`config.mk`:
```
export PLATFORM = sky130hd
export DESIGN_NAME = alu_sequencer_flat
export DESIGN_NICKNAME = d
export VERILOG_FILES = /design/src/rtl/alu_sequencer_if.sv /design/src/rtl/alu_sequencer.sv /design/src/flat_wrapper.sv
export SDC_FILE = /design/constraint.sdc
export NUM_CORES = 1
export LEC_CHECK = 0
export ABC_AREA = 0
export BUFFER_PORTS_ARGS = -buffer_cell sky130_fd_sc_hd__buf_2
export CORE_MARGIN = 2
export CORE_UTILIZATION = 40
export CTS_BUF_LIST = sky130_fd_sc_hd__clkbuf_8
export DETAILED_ROUTE_END_ITERATION = 6
export PLACE_DENSITY = 0.63
export SYNTH_ARGS = -nofsm -noshare
export SYNTH_HDL_FRONTEND = slang
export SYNTH_SLANG_ARGS = --single-unit
```
`constraint.sdc`:
```
create_clock -name clk -period 5.05 [get_ports clk]
set_input_delay 1.2625 -clock clk [delete_from_list [all_inputs] [get_ports clk]]
set_output_delay 1.2625 -clock clk [all_outputs]
set_load 0.01 [all_outputs]
```
`src/rtl/alu_sequencer_if.sv`:
```
// alu_sequencer_if: bundles the command channel, the response channel and
// the ALU drive/return wires between the sequencer and its neighbours.
//   cmd_*  : valid/ready command (op, sel, a, b, cnt)
//   rsp_*  : valid/ready response (data, zero, err)
//   alu_*  : selector/operands out to the combinational ALU, y/zero back
// slave  = sequencer side, master = control logic + ALU side.
interface alu_sequencer_if #(parameter int WIDTH = 32);
   logic             cmd_valid;
   logic             cmd_ready;
   logic [1:0]       cmd_op;
   logic [3:0]       cmd_sel;
   logic [WIDTH-1:0] cmd_a;
   logic [WIDTH-1:0] cmd_b;
   logic [7:0]       cmd_cnt;
   logic [3:0]       alu_sel;
   logic [WIDTH-1:0] alu_a;
   logic [WIDTH-1:0] alu_b;
   logic [WIDTH-1:0] alu_y;
   logic             alu_zero;
   logic             rsp_valid;
   logic             rsp_ready;
   logic [WIDTH-1:0] rsp_data;
   logic             rsp_zero;
   logic             rsp_err;

   modport slave (
      input  cmd_valid, cmd_op, cmd_sel, cmd_a, cmd_b, cmd_cnt,
      input  alu_y, alu_zero, rsp_ready,
      output cmd_ready, alu_sel, alu_a, alu_b,
      output rsp_valid, rsp_data, rsp_zero, rsp_err
   );

   modport master (
      output cmd_valid, cmd_op, cmd_sel, cmd_a, cmd_b, cmd_cnt,
      output alu_y, alu_zero, rsp_ready,
      input  cmd_ready, alu_sel, alu_a, alu_b,
      input  rsp_valid, rsp_data, rsp_zero, rsp_err
   );
endinterface

```
`src/rtl/alu_sequencer.sv`:
```
// alu_sequencer: accepts one command at a time and sequences a combinational
// ALU through SINGLE, shift-add MUL and REPEAT operations, then holds the
// result on the response channel until it is taken.
//   clk   : rising-edge clock
//   rst_n : synchronous active-low reset
//   bus   : alu_sequencer_if.slave (cmd_*, rsp_*, alu_*)
module alu_sequencer #(
   parameter int WIDTH = 32
) (
   input  logic           clk,
   input  logic           rst_n,
   alu_sequencer_if.slave bus
);

   typedef enum logic [2:0] {IDLE, SINGLE, MUL_ADD, MUL_SHIFT, REP, DONE} state_t;

   localparam logic [7:0] LAST = 8'(WIDTH - 1);

   state_t           state, state_nx;
   logic [WIDTH-1:0] acc, acc_nx;
   logic [WIDTH-1:0] mcand, mcand_nx;   // MUL multiplicand; b operand otherwise
   logic [WIDTH-1:0] mplier, mplier_nx;
   logic [7:0]       cnt, cnt_nx;
   logic [3:0]       op_sel, op_sel_nx;
   logic             zflag, zflag_nx;
   logic             err, err_nx;

   always_ff @(posedge clk) begin
      if (!rst_n) begin
         state  <= IDLE;
         acc    <= '0;
         mcand  <= '0;
         mplier <= '0;
         cnt    <= '0;
         op_sel <= '0;
         zflag  <= 1'b0;
         err    <= 1'b0;
      end else begin
         state  <= state_nx;
         acc    <= acc_nx;
         mcand  <= mcand_nx;
         mplier <= mplier_nx;
         cnt    <= cnt_nx;
         op_sel <= op_sel_nx;
         zflag  <= zflag_nx;
         err    <= err_nx;
      end
   end

   always_comb begin
      state_nx      = state;
      acc_nx        = acc;
      mcand_nx      = mcand;
      mplier_nx     = mplier;
      cnt_nx        = cnt;
      op_sel_nx     = op_sel;
      zflag_nx      = zflag;
      err_nx        = err;
      bus.cmd_ready = 1'b0;
      bus.alu_sel   = 4'b1111;
      bus.alu_a     = '0;
      bus.alu_b     = '0;

      case (state)
         IDLE: begin
            bus.cmd_ready = 1'b1;
            if (bus.cmd_valid) begin
               op_sel_nx = bus.cmd_sel;
               mcand_nx  = bus.cmd_b;
               case (bus.cmd_op)
                  2'b00: begin
                     acc_nx   = bus.cmd_a;
                     state_nx = SINGLE;
                  end
                  2'b01: begin
                     acc_nx    = '0;
                     mcand_nx  = bus.cmd_a;
                     mplier_nx = bus.cmd_b;
                     cnt_nx    = '0;
                     state_nx  = MUL_ADD;
                  end
                  2'b10: begin
                     acc_nx   = bus.cmd_a;
                     cnt_nx   = bus.cmd_cnt;
                     state_nx = REP;
                  end
                  default: begin
                     // Reserved opcode: run one SINGLE cycle with the ALU
                     // forced to 1111 and flag the error.
                     acc_nx    = '0;
                     zflag_nx  = 1'b1;
                     err_nx    = 1'b1;
                     op_sel_nx = 4'b1111;
                     state_nx  = SINGLE;
                  end
               endcase
            end
         end

         SINGLE: begin
            bus.alu_sel = op_sel;
            bus.alu_a   = acc;
            bus.alu_b   = mcand;
            acc_nx      = bus.alu_y;
            zflag_nx    = bus.alu_zero;
            state_nx    = DONE;
         end

         MUL_ADD: begin
            // Add the shifted multiplicand when the current multiplier bit
            // is set, otherwise pass the accumulator through unchanged.
            bus.alu_sel = mplier[0] ? 4'b0100 : 4'b0000;
            bus.alu_a   = acc;
            bus.alu_b   = mcand;
            acc_nx      = bus.alu_y;
            zflag_nx    = bus.alu_zero;
            state_nx    = MUL_SHIFT;
         end

         MUL_SHIFT: begin
            bus.alu_sel = 4'b1101;
            bus.alu_a   = mcand;
            mcand_nx    = bus.alu_y;
            mplier_nx   = mplier >> 1;
            if (cnt == LAST) begin
               state_nx = DONE;
            end else begin
               cnt_nx   = cnt + 8'd1;
               state_nx = MUL_ADD;
            end
         end

         REP: begin
            bus.alu_a = acc;
            acc_nx    = bus.alu_y;
            zflag_nx  = bus.alu_zero;
            if (cnt == 8'd0) begin
               // Zero count still costs one pass-through cycle.
               bus.alu_sel = 4'b0000;
               state_nx    = DONE;
            end else begin
               bus.alu_sel = op_sel;
               bus.alu_b   = mcand;
               cnt_nx      = cnt - 8'd1;
               if (cnt == 8'd1) state_nx = DONE;
            end
         end

         DONE: begin
            if (bus.rsp_ready) begin
               err_nx   = 1'b0;
               state_nx = IDLE;
            end
         end

         default: state_nx = IDLE;
      endcase
   end

   // acc/zflag/err only move outside DONE, so the response is stable while held.
   assign bus.rsp_valid = (state == DONE);
   assign bus.rsp_data  = acc;
   assign bus.rsp_zero  = zflag;
   assign bus.rsp_err   = err;

endmodule

```
`src/flat_wrapper.sv`:
```
// flat-port wrapper written by rule: the top's interface ports become plain ports
module alu_sequencer_flat 
#(
   parameter int WIDTH = 32
)
  (clk, rst_n, bus_cmd_valid, bus_cmd_op, bus_cmd_sel, bus_cmd_a, bus_cmd_b, bus_cmd_cnt, bus_alu_y, bus_alu_zero, bus_rsp_ready, bus_cmd_ready, bus_alu_sel, bus_alu_a, bus_alu_b, bus_rsp_valid, bus_rsp_data, bus_rsp_zero, bus_rsp_err);
  alu_sequencer_if #(.WIDTH(WIDTH)) bus_i ();
  input  logic clk;
  input  logic rst_n;
  input wire logic [$bits(bus_i.cmd_valid)-1:0] bus_cmd_valid;
  input wire logic [$bits(bus_i.cmd_op)-1:0] bus_cmd_op;
  input wire logic [$bits(bus_i.cmd_sel)-1:0] bus_cmd_sel;
  input wire logic [$bits(bus_i.cmd_a)-1:0] bus_cmd_a;
  input wire logic [$bits(bus_i.cmd_b)-1:0] bus_cmd_b;
  input wire logic [$bits(bus_i.cmd_cnt)-1:0] bus_cmd_cnt;
  input wire logic [$bits(bus_i.alu_y)-1:0] bus_alu_y;
  input wire logic [$bits(bus_i.alu_zero)-1:0] bus_alu_zero;
  input wire logic [$bits(bus_i.rsp_ready)-1:0] bus_rsp_ready;
  output wire logic [$bits(bus_i.cmd_ready)-1:0] bus_cmd_ready;
  output wire logic [$bits(bus_i.alu_sel)-1:0] bus_alu_sel;
  output wire logic [$bits(bus_i.alu_a)-1:0] bus_alu_a;
  output wire logic [$bits(bus_i.alu_b)-1:0] bus_alu_b;
  output wire logic [$bits(bus_i.rsp_valid)-1:0] bus_rsp_valid;
  output wire logic [$bits(bus_i.rsp_data)-1:0] bus_rsp_data;
  output wire logic [$bits(bus_i.rsp_zero)-1:0] bus_rsp_zero;
  output wire logic [$bits(bus_i.rsp_err)-1:0] bus_rsp_err;
  assign bus_i.cmd_valid = bus_cmd_valid;
  assign bus_i.cmd_op = bus_cmd_op;
  assign bus_i.cmd_sel = bus_cmd_sel;
  assign bus_i.cmd_a = bus_cmd_a;
  assign bus_i.cmd_b = bus_cmd_b;
  assign bus_i.cmd_cnt = bus_cmd_cnt;
  assign bus_i.alu_y = bus_alu_y;
  assign bus_i.alu_zero = bus_alu_zero;
  assign bus_i.rsp_ready = bus_rsp_ready;
  assign bus_cmd_ready = bus_i.cmd_ready;
  assign bus_alu_sel = bus_i.alu_sel;
  assign bus_alu_a = bus_i.alu_a;
  assign bus_alu_b = bus_i.alu_b;
  assign bus_rsp_valid = bus_i.rsp_valid;
  assign bus_rsp_data = bus_i.rsp_data;
  assign bus_rsp_zero = bus_i.rsp_zero;
  assign bus_rsp_err = bus_i.rsp_err;
  alu_sequencer #(.WIDTH(WIDTH)) u_core (.clk(clk), .rst_n(rst_n), .bus(bus_i));
endmodule
```
==> metrics.md <==
| Metric | Value |
|---|---|
| TritonCTS Sinks | roughly 110 |
| Worst R2R Setup Slack | 2.31 ns |
| Vias/cell | 5.493 |
| Port buffer count | 218 |
| Peak supply drop | roughly 0.25 mV |
| Core Region | around 0.016 mm2 |
| Kind of critical path | reg -> out |
| Initial core utilization | approximately two fifths |
| Pleak | approximately 0.0041 uW |
| Initial DRC count | between 400 and 500 |
| Required time worst endpoint | 3.79 ns |
| Number of global-route vias before repair | 6,309 |
| Top_reg_cell synth | dfxtp_1 |
| Most common cell after layout, fill and taps aside | buf_2 |
| Syn Nets | approximately 950 |
| Area of the multi-input gates | between 0.003 and 0.004 mm2 |
| Status | finished, final reports clean |
| FF-to-FF path depth | 5 |
| RSZ-0062 raised after global routing | no |
| Crit path max-delay cell type | dfxtp_1 |
| FILL cells | 1,643 |
| I/O pin count | ~220 |
| Die area | approximately 0.018 mm2 |
| Seq/Total Area, Yosys | 34.33% |
| Mapped Area | ~0.0066 mm2 |
| Async SR Flop Fraction | 0% |
| Sw frac | between 40% and 50% |
| Pre-antenna DRT Iters | 5 |
| Clk Latency, worst-skew pair | 0.44 ns |
| Global-route usage over all layers | 23.19% |
| Total setup buffers inserted after CTS | 0 |
| Cell breakdown of the critical path | or3b_1 -> a21oi_1 -> nor2_4 -> nor2b_1 -> buf_2 |
| Clock Pin Slew Worst Setup and Hold Paths | ~0.07 ns |
| Post-synth EDFFs | 0 |
| Max frequency | about 250 MHz |
| Register bit count reported by yosys | between 100 and 150 |
| Max Root-Sink Buffers | 2 |
| HP Class | reg -> reg |
| Most frequent cells in the layout | buf_2, nand2_1, dfxtp_1 |
| Final net count | between 1,000 and 1,500 |
| Routability congestion estimate | ~0.82 |
| PwrDens | a little under 500 mW/mm2 |
| Die width | around 130 um |
| Synthesis-to-finish area growth | 22.88% |
| Total internal power | around 2300 uW |
| Max-slew violations | 0 |
| Layout cells sized above 1 | between 20% and 30% |
| Worst slack at placement | 1.518 ns |
| Sum of negative setup slack | 0 ns |
| Reg-to-Reg Start | u_core.state[0] |
| Fin. Hold Viols | 0 |
| Register share of total power | a little over a third |
| Hpwl dp | between 10,000 and 15,000 um |
| Grt ovf | 0 |
| Crit Path Max Fanout | 32 |
| Vias | about 6,700 |
| Endpoints failing setup | 0 |
| Hold_buf cts | 0 |
| Post-layout minimum cycle time | approximately 4 ns |
| First-pass GRT wire length | 32,960 um |
| Num CTS Buffers | 17 |
| # rows | 46 |
| Ys Warns | 0 |
| Initial antenna violation count | 1 |
| Clock Tree Root | clkbuf_8 |
| Max H-tree Level | 4 |
| Crit share post-route | 79.23% |
| Worst Max-Slew Pin Slew | 1.139 ns |
| Arr. time, crit path | 2.74 ns |
| Largest net degree at the start of global routing | 115 |
| Cells after Synth | around 830 |
| DR DRC count | 0 |
| Gates resized, CTS repair | 0 |
| Skew final | ~0.012 ns |
| Yosys cell types | 49 |
| Final ANT Viol Nets | 0 |
| Critical path origin | u_core.state[0] |
| Combinational power share | 43.7% |
| CTS tree | yes |
| Net Switching | 1623 uW |
| Crit. End Element | output pin |
| WL final | a little over 20,000 um |
| Syn_area_per_cell | around 8 um2 |
| Seq. cell area | ~0.0023 mm2 |
| Slowest stage delay, CP | around 0.75 ns |
| Worst slew margin | between 20% and 30% |
| ANT cells | 0 |
| Final WS setup | ~1.0 ns |
| Post-DR wirelength/cell | ~17 um |
| Hold Path Stages | 2 |
| Startpoint types | flop |
| Clock network power share | a little over a fifth |
| Die height | 132.4 um |
| Hold endpoint | u_core.op_sel[3] |
| Reg2reg end | u_core.cnt[0] |
| Post-Layout Inst Area | between 0.008 and 0.009 mm2 |
| Max_cap viols | 0 |
| Hold Crit Start | u_core.op_sel[3] |
| Placed inst area | 0.007710 mm2 |
[synthesized netlist by cell type (6+ instances only)]
master,n,area [um2]
a21boi_0,33,247.7
a21oi_1,13,65.06
a22o_1,32,280.3
a31oi_1,6,37.54
buf_1,8,30.03
buf_2,22,110.1
clkbuf_1,52,195.2
dfxtp_1,113,2262
ha_1,9,112.6
inv_1,6,22.52
mux2i_1,34,340.3
nand2_1,169,634.4
nand3_1,99,495.5
nor2_1,19,71.32
nor2b_1,35,219.0
nor3_1,10,50.05
nor3b_1,7,52.55
o211a_1,64,640.6
o211ai_1,33,247.7
o21ai_0,8,40.04
[sequential cells by signal, summed over array words and instances (netlist names)]
signal	count
u_core.state	3
u_core.op_sel	4
u_core.cnt	8
u_core.bus.rsp_zero	1
u_core.mplier	32
u_core.bus.rsp_data	32
u_core.bus.rsp_err	1
u_core.mcand	32
[how the worst max path moves through the flow]
stage / to / slack, ns
2_1_floorplan: bus_alu_b[0] / 2.20
3_3_place_gp: bus_alu_b[30] / 1.62
3_5_place_dp: bus_alu_b[30] / 1.52
4_1_cts: bus_alu_b[30] / 1.03
5_1_grt: bus_alu_b[30] / 0.84
6_report: bus_alu_b[30] / 1.05
[cell type report]
type	count	share of cell area, %
Multi-Input combinational cell	622	49.32
Clock buffer	20	3.399
Inverter	6	0.2781
Timing Repair Buffer	227	14.34
Clock inverter	11	1.391
Sequential cell	113	27.94
Tap cell	216	3.337
[stage by stage]
step / cells / hold slack [ns] / total power [uW] / utilization [%]
after detailed placement: 1184 / 0.4855 / 3103 / 48.19
after floorplan: 825 / 0.4717 / 2528 / -
after global routing: 1215 / 0.5151 / 4226 / 50.61
final: 1215 / 0.4983 / 3944 / 50.61
after global placement: 1184 / 0.4803 / 3097 / 48.19
after CTS: 1215 / 0.4987 / 3963 / 50.61
[power groups by stage]
stage | sequential, uW | clock, uW | combinational [uW]
after global routing | 1400 | 911 | 1910
final | 1370 | 853 | 1720
after global placement | 1380 | 0 | 1720
after floorplan | 1350 | 0 | 1180
after detailed placement | 1380 | 0 | 1720
after CTS | 1360 | 870 | 1730
[metal layers]
layer,vias to the layer above,track usage [%],share of wire [%]
li1,3292,-,-
met1,3152,30.77,46
met2,206,37.56,47
met3,22,5.190,5.4
met4,2,7.168,1.2
met5,-,0,0.063
[worst max-delay path: cells and delay by family (launching register included)]
kind / cells / cell delay (ns)
AND/OR/NAND/NOR: 3 / 1.21
AO/OA/AOI/OAI: 1 / 0.15
flip-flops: 1 / 0.75
buffers and inverters: 1 / 0.18
[cells by family after synthesis]
group	after synthesis	share of synthesized area, %
simple gates	361	25.63
compound gates	211	26.47
flops	113	34.33
buf+inv	90	5.772
mux	34	5.164
fa+ha+maj	9	1.709
xor+xnor	7	0.9303
(Power assumes the default switching activity.)
